==> config.mk <==
export PLATFORM = sky130hd
export DESIGN_NAME = ym_dac_sequencer_flat
export DESIGN_NICKNAME = d
export VERILOG_FILES = /design/src/rtl/ym_dac_sequencer_if.sv /design/src/rtl/ym_dac_sequencer.sv /design/src/flat_wrapper.sv
export SDC_FILE = /design/constraint.sdc
export NUM_CORES = 1
export LEC_CHECK = 0
export CAP_MARGIN = 40
export CELL_PAD_IN_SITES_DETAIL_PLACEMENT = 0
export CELL_PAD_IN_SITES_GLOBAL_PLACEMENT = 1
export CORE_UTILIZATION = 25
export DETAILED_ROUTE_END_ITERATION = 8
export GPL_ROUTABILITY_DRIVEN = 0
export PLACE_DENSITY = 0.55
export SKIP_LAST_GASP = 1
export SYNTH_ARGS = -nofsm -noshare
export SYNTH_HDL_FRONTEND = slang
export SYNTH_SLANG_ARGS = --single-unit
export TNS_END_PERCENT = 10
==> constraint.sdc <==
create_clock -name CLK -period 8.4 [get_ports CLK]
set_clock_uncertainty 0.15 [all_clocks]
set_input_delay 1.68 -clock CLK [delete_from_list [all_inputs] [get_ports CLK]]
set_output_delay 1.68 -clock CLK [all_outputs]
set_load 0.05 [all_outputs]
==> src/rtl/ym_dac_sequencer_if.sv <==
// Sample handshake between the audio mixer and the DAC sequencer.
interface ym_dac_sequencer_if;
  logic [15:0] SAMPLE_L;
  logic [15:0] SAMPLE_R;
  logic        SAMPLE_VALID;
  logic        SAMPLE_READY;

  modport master (output SAMPLE_L, output SAMPLE_R, output SAMPLE_VALID, input  SAMPLE_READY);
  modport slave  (input  SAMPLE_L, input  SAMPLE_R, input  SAMPLE_VALID, output SAMPLE_READY);
endinterface

==> src/rtl/ym_dac_sequencer.sv <==
// Stereo sample sequencer for a YM3016-style floating-point DAC: double-buffers
// L/R pairs, converts them to mantissa/exponent words and shifts them out with BCLK/SH1/SH2.
module ym_dac_sequencer #(
  parameter int unsigned DIV = 6
) (
  input  logic                CLK,
  input  logic                RESET,
  ym_dac_sequencer_if.slave   s_if,
  output logic                BCLK,
  output logic                OPO,
  output logic                SH1,
  output logic                SH2,
  output logic                RUNNING,
  output logic                UNDERRUN
);

  localparam int unsigned DW = (DIV > 1) ? $clog2(DIV) : 1;

  typedef enum logic {S_IDLE, S_RUN} state_t;

  state_t        r_state;
  state_t        w_state_nxt;
  logic [DW-1:0] r_div;
  logic [4:0]    r_slot;
  logic          r_bclk;
  logic [31:0]   r_frame;
  logic          r_hold_full;
  logic [15:0]   r_hold_l;
  logic [15:0]   r_hold_r;
  logic          r_underrun;

  logic          w_half_end;
  logic          w_wrap;
  logic          w_load;
  logic          w_capture;

  // Channel word: [2:0]=0, [12:3]=mantissa LSB first, [15:13]=exponent LSB first.
  function automatic logic [15:0] conv(input logic [15:0] d);
    logic [5:0] r;
    logic [2:0] sh;
    logic       found;
    logic [3:0] base;
    logic [8:0] mb;
    logic [2:0] e;
    r     = d[15] ? ~d[14:9] : d[14:9];
    sh    = '0;
    found = 1'b0;
    for (int unsigned i = 0; i < 6; i++) begin
      if (!found) begin
        if (r[5-i]) found = 1'b1;
        else        sh    = sh + 3'd1;
      end
    end
    base = 4'd14 - {1'b0, sh};
    mb   = d[base -: 9];
    e    = 3'd7 - sh;
    return {e, ~d[15], mb, 3'b000};
  endfunction

  assign w_half_end = (r_div == DW'(DIV - 1));
  assign w_wrap     = (r_state == S_RUN) && w_half_end && r_bclk && (r_slot == 5'd31);
  assign w_capture  = s_if.SAMPLE_VALID && !r_hold_full;

  always_ff @(posedge CLK or posedge RESET) begin
    if (RESET) r_state <= S_IDLE;
    else       r_state <= w_state_nxt;
  end

  always_comb begin
    w_state_nxt = r_state;
    w_load      = 1'b0;
    case (r_state)
      S_IDLE: begin
        if (r_hold_full) begin
          w_state_nxt = S_RUN;
          w_load      = 1'b1;
        end
      end
      S_RUN:   w_load = w_wrap;
      default: w_state_nxt = S_IDLE;
    endcase
  end

  // Load and capture both look at the pre-edge hold_full, so a capture in the
  // load cycle survives the clear and an underrun load keeps the old frame.
  always_ff @(posedge CLK or posedge RESET) begin
    if (RESET) begin
      r_div       <= '0;
      r_slot      <= '0;
      r_bclk      <= 1'b0;
      r_frame     <= '0;
      r_hold_full <= 1'b0;
      r_hold_l    <= '0;
      r_hold_r    <= '0;
      r_underrun  <= 1'b0;
    end else begin
      if (w_capture) begin
        r_hold_l <= s_if.SAMPLE_L;
        r_hold_r <= s_if.SAMPLE_R;
      end
      r_hold_full <= w_capture | (r_hold_full & ~w_load);
      r_underrun  <= w_load & ~r_hold_full;
      if (w_load) begin
        if (r_hold_full) r_frame <= {conv(r_hold_r), conv(r_hold_l)};
        r_slot <= '0;
        r_div  <= '0;
        r_bclk <= 1'b0;
      end else if (r_state == S_RUN) begin
        if (w_half_end) begin
          r_div  <= '0;
          r_bclk <= ~r_bclk;
          if (r_bclk) r_slot <= r_slot + 5'd1;
        end else begin
          r_div <= r_div + 1'b1;
        end
      end
    end
  end

  assign RUNNING           = (r_state == S_RUN);
  assign BCLK              = r_bclk;
  assign OPO               = RUNNING & r_frame[r_slot];
  assign SH1               = RUNNING && (r_slot == 5'd15);
  assign SH2               = RUNNING && (r_slot == 5'd31);
  assign UNDERRUN          = r_underrun;
  assign s_if.SAMPLE_READY = ~r_hold_full;

endmodule

==> src/flat_wrapper.sv <==
// flat-port wrapper written by rule: the top's interface ports become plain ports
module ym_dac_sequencer_flat 
#(
  parameter int unsigned DIV = 6
)
  (CLK, RESET, BCLK, OPO, SH1, SH2, RUNNING, UNDERRUN, s_if_SAMPLE_L, s_if_SAMPLE_R, s_if_SAMPLE_VALID, s_if_SAMPLE_READY);
  ym_dac_sequencer_if s_if_i ();
  input  logic CLK;
  input  logic RESET;
  output logic BCLK;
  output logic OPO;
  output logic SH1;
  output logic SH2;
  output logic RUNNING;
  output logic UNDERRUN;
  input wire logic [$bits(s_if_i.SAMPLE_L)-1:0] s_if_SAMPLE_L;
  input wire logic [$bits(s_if_i.SAMPLE_R)-1:0] s_if_SAMPLE_R;
  input wire logic [$bits(s_if_i.SAMPLE_VALID)-1:0] s_if_SAMPLE_VALID;
  output wire logic [$bits(s_if_i.SAMPLE_READY)-1:0] s_if_SAMPLE_READY;
  assign s_if_i.SAMPLE_L = s_if_SAMPLE_L;
  assign s_if_i.SAMPLE_R = s_if_SAMPLE_R;
  assign s_if_i.SAMPLE_VALID = s_if_SAMPLE_VALID;
  assign s_if_SAMPLE_READY = s_if_i.SAMPLE_READY;
  ym_dac_sequencer #(.DIV(DIV)) u_core (.CLK(CLK), .RESET(RESET), .s_if(s_if_i), .BCLK(BCLK), .OPO(OPO), .SH1(SH1), .SH2(SH2), .RUNNING(RUNNING), .UNDERRUN(UNDERRUN));
endmodule
==> flow_metrics.py <==
metrics = {
    "timing": {
        "finalSetupViolCount": 0,
        "slew-limit-headroom_pct": 47.0,
        "worstMarginPinSlew_ps": 792,
        "fin_crit_sh_pct": 69.8,
        "setup-tns-final_ps": 0,
        "drv_slew": 0,
        "min_period_ps": 5860,
        "rsz0062_at_grt": "false",
        "worst_slack_ps": 2540,
        "finalHoldViolCount": 0,
        "max_clock_freq_mhz": 171,
    },
    "critical_path": {
        "end_kind": "register",
        "rrSetupSlack_ps": 2540,
        "crit_path_start_kind": "register",
        "reg2reg_to": "u_core.r_frame[11]$_DFFE_PP0P_",
        "arrival_ps": 5930,
        "rr_worst_depth": 19,
        "crit_fanout": 15,
        "r2r-start": "u_core.r_hold_l[15]$_DFFE_PP0P_",
        "critical_path_required_ps": 8470,
        "path_class": "register to register",
    },
    "power": {
        "p_clk_share_pct": 24.6,
        "p_leak_nw": 2.51,
        "p_per_area_nw_per_um2": 273,
        "internal_power_w": 0.00103,
        "worst_ir_drop_vdd_uv": 111,
        "swShare_pct": 37.8,
        "p_total_w": 0.00166,
        "netSwitchingPower_w": 0.000628,
        "pwr-share-comb_pct": 43.3,
        "pwr-share-seq_pct": 32.1,
    },
    "global_route": {
        "grt_pass1_vias": 4006,
        "grt_first_pass_wirelength_mm": 21.2,
        "grt.overflow.total": 0,
        "grt_use_total_pct": 13.0,
        "grt_max_degree": 55,
        "antenna_found_initial": 0,
    },
    "cts": {
        "post_cts_resized": 0,
        "post_cts_buffers": 0,
        "cts_tree": "yes",
        "clk_path_buf_depth": 2,
        "clkTransAtPathRegs_ps": 60,
        "root_buffer": "clkbuf_16",
        "clock_latency_ps": 340,
        "htreeDepth": 3,
        "clock-sinks": 70,
        "hold_buffers": 0,
        "cts_buffers": 9,
    },
    "yosys": {
        "yosys.area_share.adder_pct": 2.70,
        "synth_top_family_by_area": "multiplexers",
        "synth.avg_cell_area_sq_um": 9.68,
        "synth_edf_count": 0,
        "synthSimpleGateAreaFrac_pct": 18.0,
        "ys_async_sr_fraction_pct": 100,
        "synth_compound_area_share_pct": 15.4,
        "syn_inst": 526,
        "ys_ff_latch": 70,
        "yosys_warnings": 0,
        "synth.distinct_cells": 73,
        "synth-xor-area-share_pct": 0.663,
        "syn_area_sq_um": 5090,
        "synth_ff_type": "dfrtp_1",
        "synth_fp_nets": 572,
        "synthMuxAreaShare_pct": 24.6,
        "seq_area_frac_synth_pct": 34.4,
    },
    "drt": {
        "ant_nets": 0,
        "post_drt_wl_per_cell_um": 15.4,
        "vias_per_cell": 5.07,
        "drtPass1Iterations": 5,
        "num_vias": 4151,
        "drt_iter0_markers": 198,
        "route.detailed.drc": 0,
        "drt_wl_total_mm": 12.6,
    },
    "cells_and_area": {
        "diodes": 0,
        "drive_gt1_share_pct": 17.0,
        "final_cell_area_sq_um": 6080,
        "final-instance-count-excl-fill": 818,
        "nets": 594,
        "syn2layout_area_growth_pct": 19.4,
    },
    "hold_path": {
        "min-delay-start": "u_core.r_frame[11]$_DFFE_PP0P_",
        "whs_path_depth": 2,
        "worstHoldEndpoint": "u_core.r_frame[11]$_DFFE_PP0P_",
        "min_path_type": "register to register",
    },
    "placement": {
        "io_buffers": 41,
        "place_ws_ps": 2600,
        "hpwl_mm": 9.08,
        "placedInstanceArea_sq_um": 5760,
        "dp_cells": 802,
    },
    "floorplanning": {
        "start_util_pct": 25.8,
        "dieArea_sq_um": 20900,
        "io_pins": 42,
        "core_sq_um": 19700,
        "die_w_um": 145,
        "fp-row-count": 51,
        "die_h_um": 145,
    },
    "outcome": {
        "status": "finished, final reports clean",
    },
    "flow_run": {
        "cap_violations": 0,
    },
}
metrics by stage:
step	utilization, %	hold slack, ps
2_1_floorplan	-	284
3_3_place_gp	29.0	308
3_5_place_dp	29.2	314
4_1_cts	30.8	328
5_1_grt	30.8	342
6_report	30.8	322
metal layers:
layer / wire length [um] / global-route usage [%] / vias to the layer above
met1: 6470 / 19.0 / 2049
met5: 0 / 0 / -
li1: - / - / 2004
met2: 5540 / 19.2 / 83
met3: 415 / 2.07 / 15
met4: 183 / 4.65 / 0
flip-flops by register name (all words and copies together), names as in the netlist:
signal              cells
u_core.BCLK             1
u_core.RUNNING          1
u_core.UNDERRUN         1
u_core.r_div            3
u_core.r_frame         26
u_core.r_hold_full      1
u_core.r_hold_l        16
u_core.r_hold_r        16
u_core.r_slot           5
how the worst max path moves through the flow:
stage / depth (start not counted) / start / end / slack [ps]
final: 19 / u_core.r_hold_l[15]$_DFFE_PP0P_ / u_core.r_frame[11]$_DFFE_PP0P_ / 2540
after global routing: 18 / u_core.r_hold_l[15]$_DFFE_PP0P_ / u_core.r_frame[11]$_DFFE_PP0P_ / 2070
after CTS: 17 / u_core.r_hold_l[15]$_DFFE_PP0P_ / u_core.r_frame[11]$_DFFE_PP0P_ / 2580
after detailed placement: 17 / u_core.r_hold_l[15]$_DFFE_PP0P_ / u_core.r_frame[11]$_DFFE_PP0P_ / 2600
after global placement: 19 / u_core.r_hold_l[15]$_DFFE_PP0P_ / u_core.r_frame[11]$_DFFE_PP0P_ / 2750
after floorplan: 21 / u_core.r_hold_l[14]$_DFFE_PP0P_ / u_core.r_frame[11]$_DFFE_PP0P_ / 3160
critical path: stages, from the launching register on:
cell and delay, ps:
dfrtp_1 530, or2_2 350, o22ai_1 160, ha_1 260
o21a_1 210, ha_1 330, mux2_2 280, ha_1 300
mux2_2 270, o22ai_1 150, a21oi_1 150, ha_1 360
nand2b_1 180, a211oi_1 80, a311oi_1 560, nand2_1 540
mux2i_1 270, mux4_2 480, nand2_1 80, nand2_1 50
power groups by stage:
stage	sequential [W]	clock [W]	combinational, W
2_1_floorplan	0.000478	0	0.000614
3_5_place_dp	0.000540	0	0.000719
5_1_grt	0.000552	0.000440	0.000797
4_1_cts	0.000535	0.000424	0.000724
6_report	0.000533	0.000409	0.000719
3_3_place_gp	0.000536	0	0.000711
cells in the mapped netlist, types with 3 or more instances:
| library cell | n | area, sq um |
|---|---|---|
| and2_1 | 9 | 56.3 |
| buf_1 | 5 | 18.8 |
| a211oi_1 | 6 | 45.0 |
| nand2b_1 | 10 | 62.6 |
| nor3b_1 | 4 | 30.0 |
| mux2i_1 | 50 | 500 |
| a21oi_1 | 28 | 140 |
| nand4_1 | 3 | 18.8 |
| o21a_1 | 4 | 30.0 |
| o21ai_0 | 22 | 110 |
| o32ai_1 | 3 | 26.3 |
| or2_2 | 4 | 25.0 |
| a21boi_0 | 7 | 52.6 |
| mux2_2 | 37 | 417 |
| o22ai_1 | 7 | 43.8 |
| ha_1 | 11 | 138 |
| a21o_1 | 3 | 22.5 |
| or3_1 | 5 | 31.3 |
| nor3_1 | 6 | 30.0 |
| nor2b_1 | 9 | 56.3 |
| nand2_1 | 54 | 203 |
| a31oi_1 | 7 | 43.8 |
| buf_2 | 7 | 35.0 |
| inv_1 | 8 | 30.0 |
| dfrtp_1 | 70 | 1750 |
| nand3_1 | 16 | 80.1 |
| nor2_1 | 31 | 116 |
| and3_1 | 5 | 31.3 |
| mux4_2 | 15 | 338 |
| clkbuf_1 | 22 | 82.6 |
| o31ai_1 | 6 | 45.0 |
placed cells by master (no fill, tap or decap), types with 3 or more instances in the layout:
cell and n:
a211oi_1 6, a21boi_0 7, a21o_1 3, a21oi_1 27, a31oi_1 7, and2_1 9, and3_1 5, buf_4 5
clkbuf_16 9, clkbuf_8 4, clkdlybuf4s50_1 41, dfrtp_1 70, ha_1 11, inv_1 7, mux2_2 37, mux2i_1 50
mux4_2 15, nand2_1 54, nand2b_1 10, nand3_1 16, nand4_1 3, nor2_1 31, nor2b_1 8, nor3_1 6
nor3b_1 4, o21a_1 4, o21ai_0 22, o22ai_1 7, o31ai_1 6, o32ai_1 3, or2_2 4, or3_1 5
area by class of cell:
type                    instances  area [sq um]
inverters                      10          45.0
flip-flops and latches         70          1750
well taps                     265           332
repair buffers                 48           495
clock buffers                  14           284
multi-input cells             409          3140
fillers                      2032         13600
clock inverters                 2          37.5
cells by family after synthesis:
kind of cell    count (synthesis)
compound gates                118
xor+xnor                        3
fa+ha+maj                      11
buf+inv                        47
flops                          70
mux                           102
simple gates                  175
Note: power is estimated with default switching activity, not from simulation.
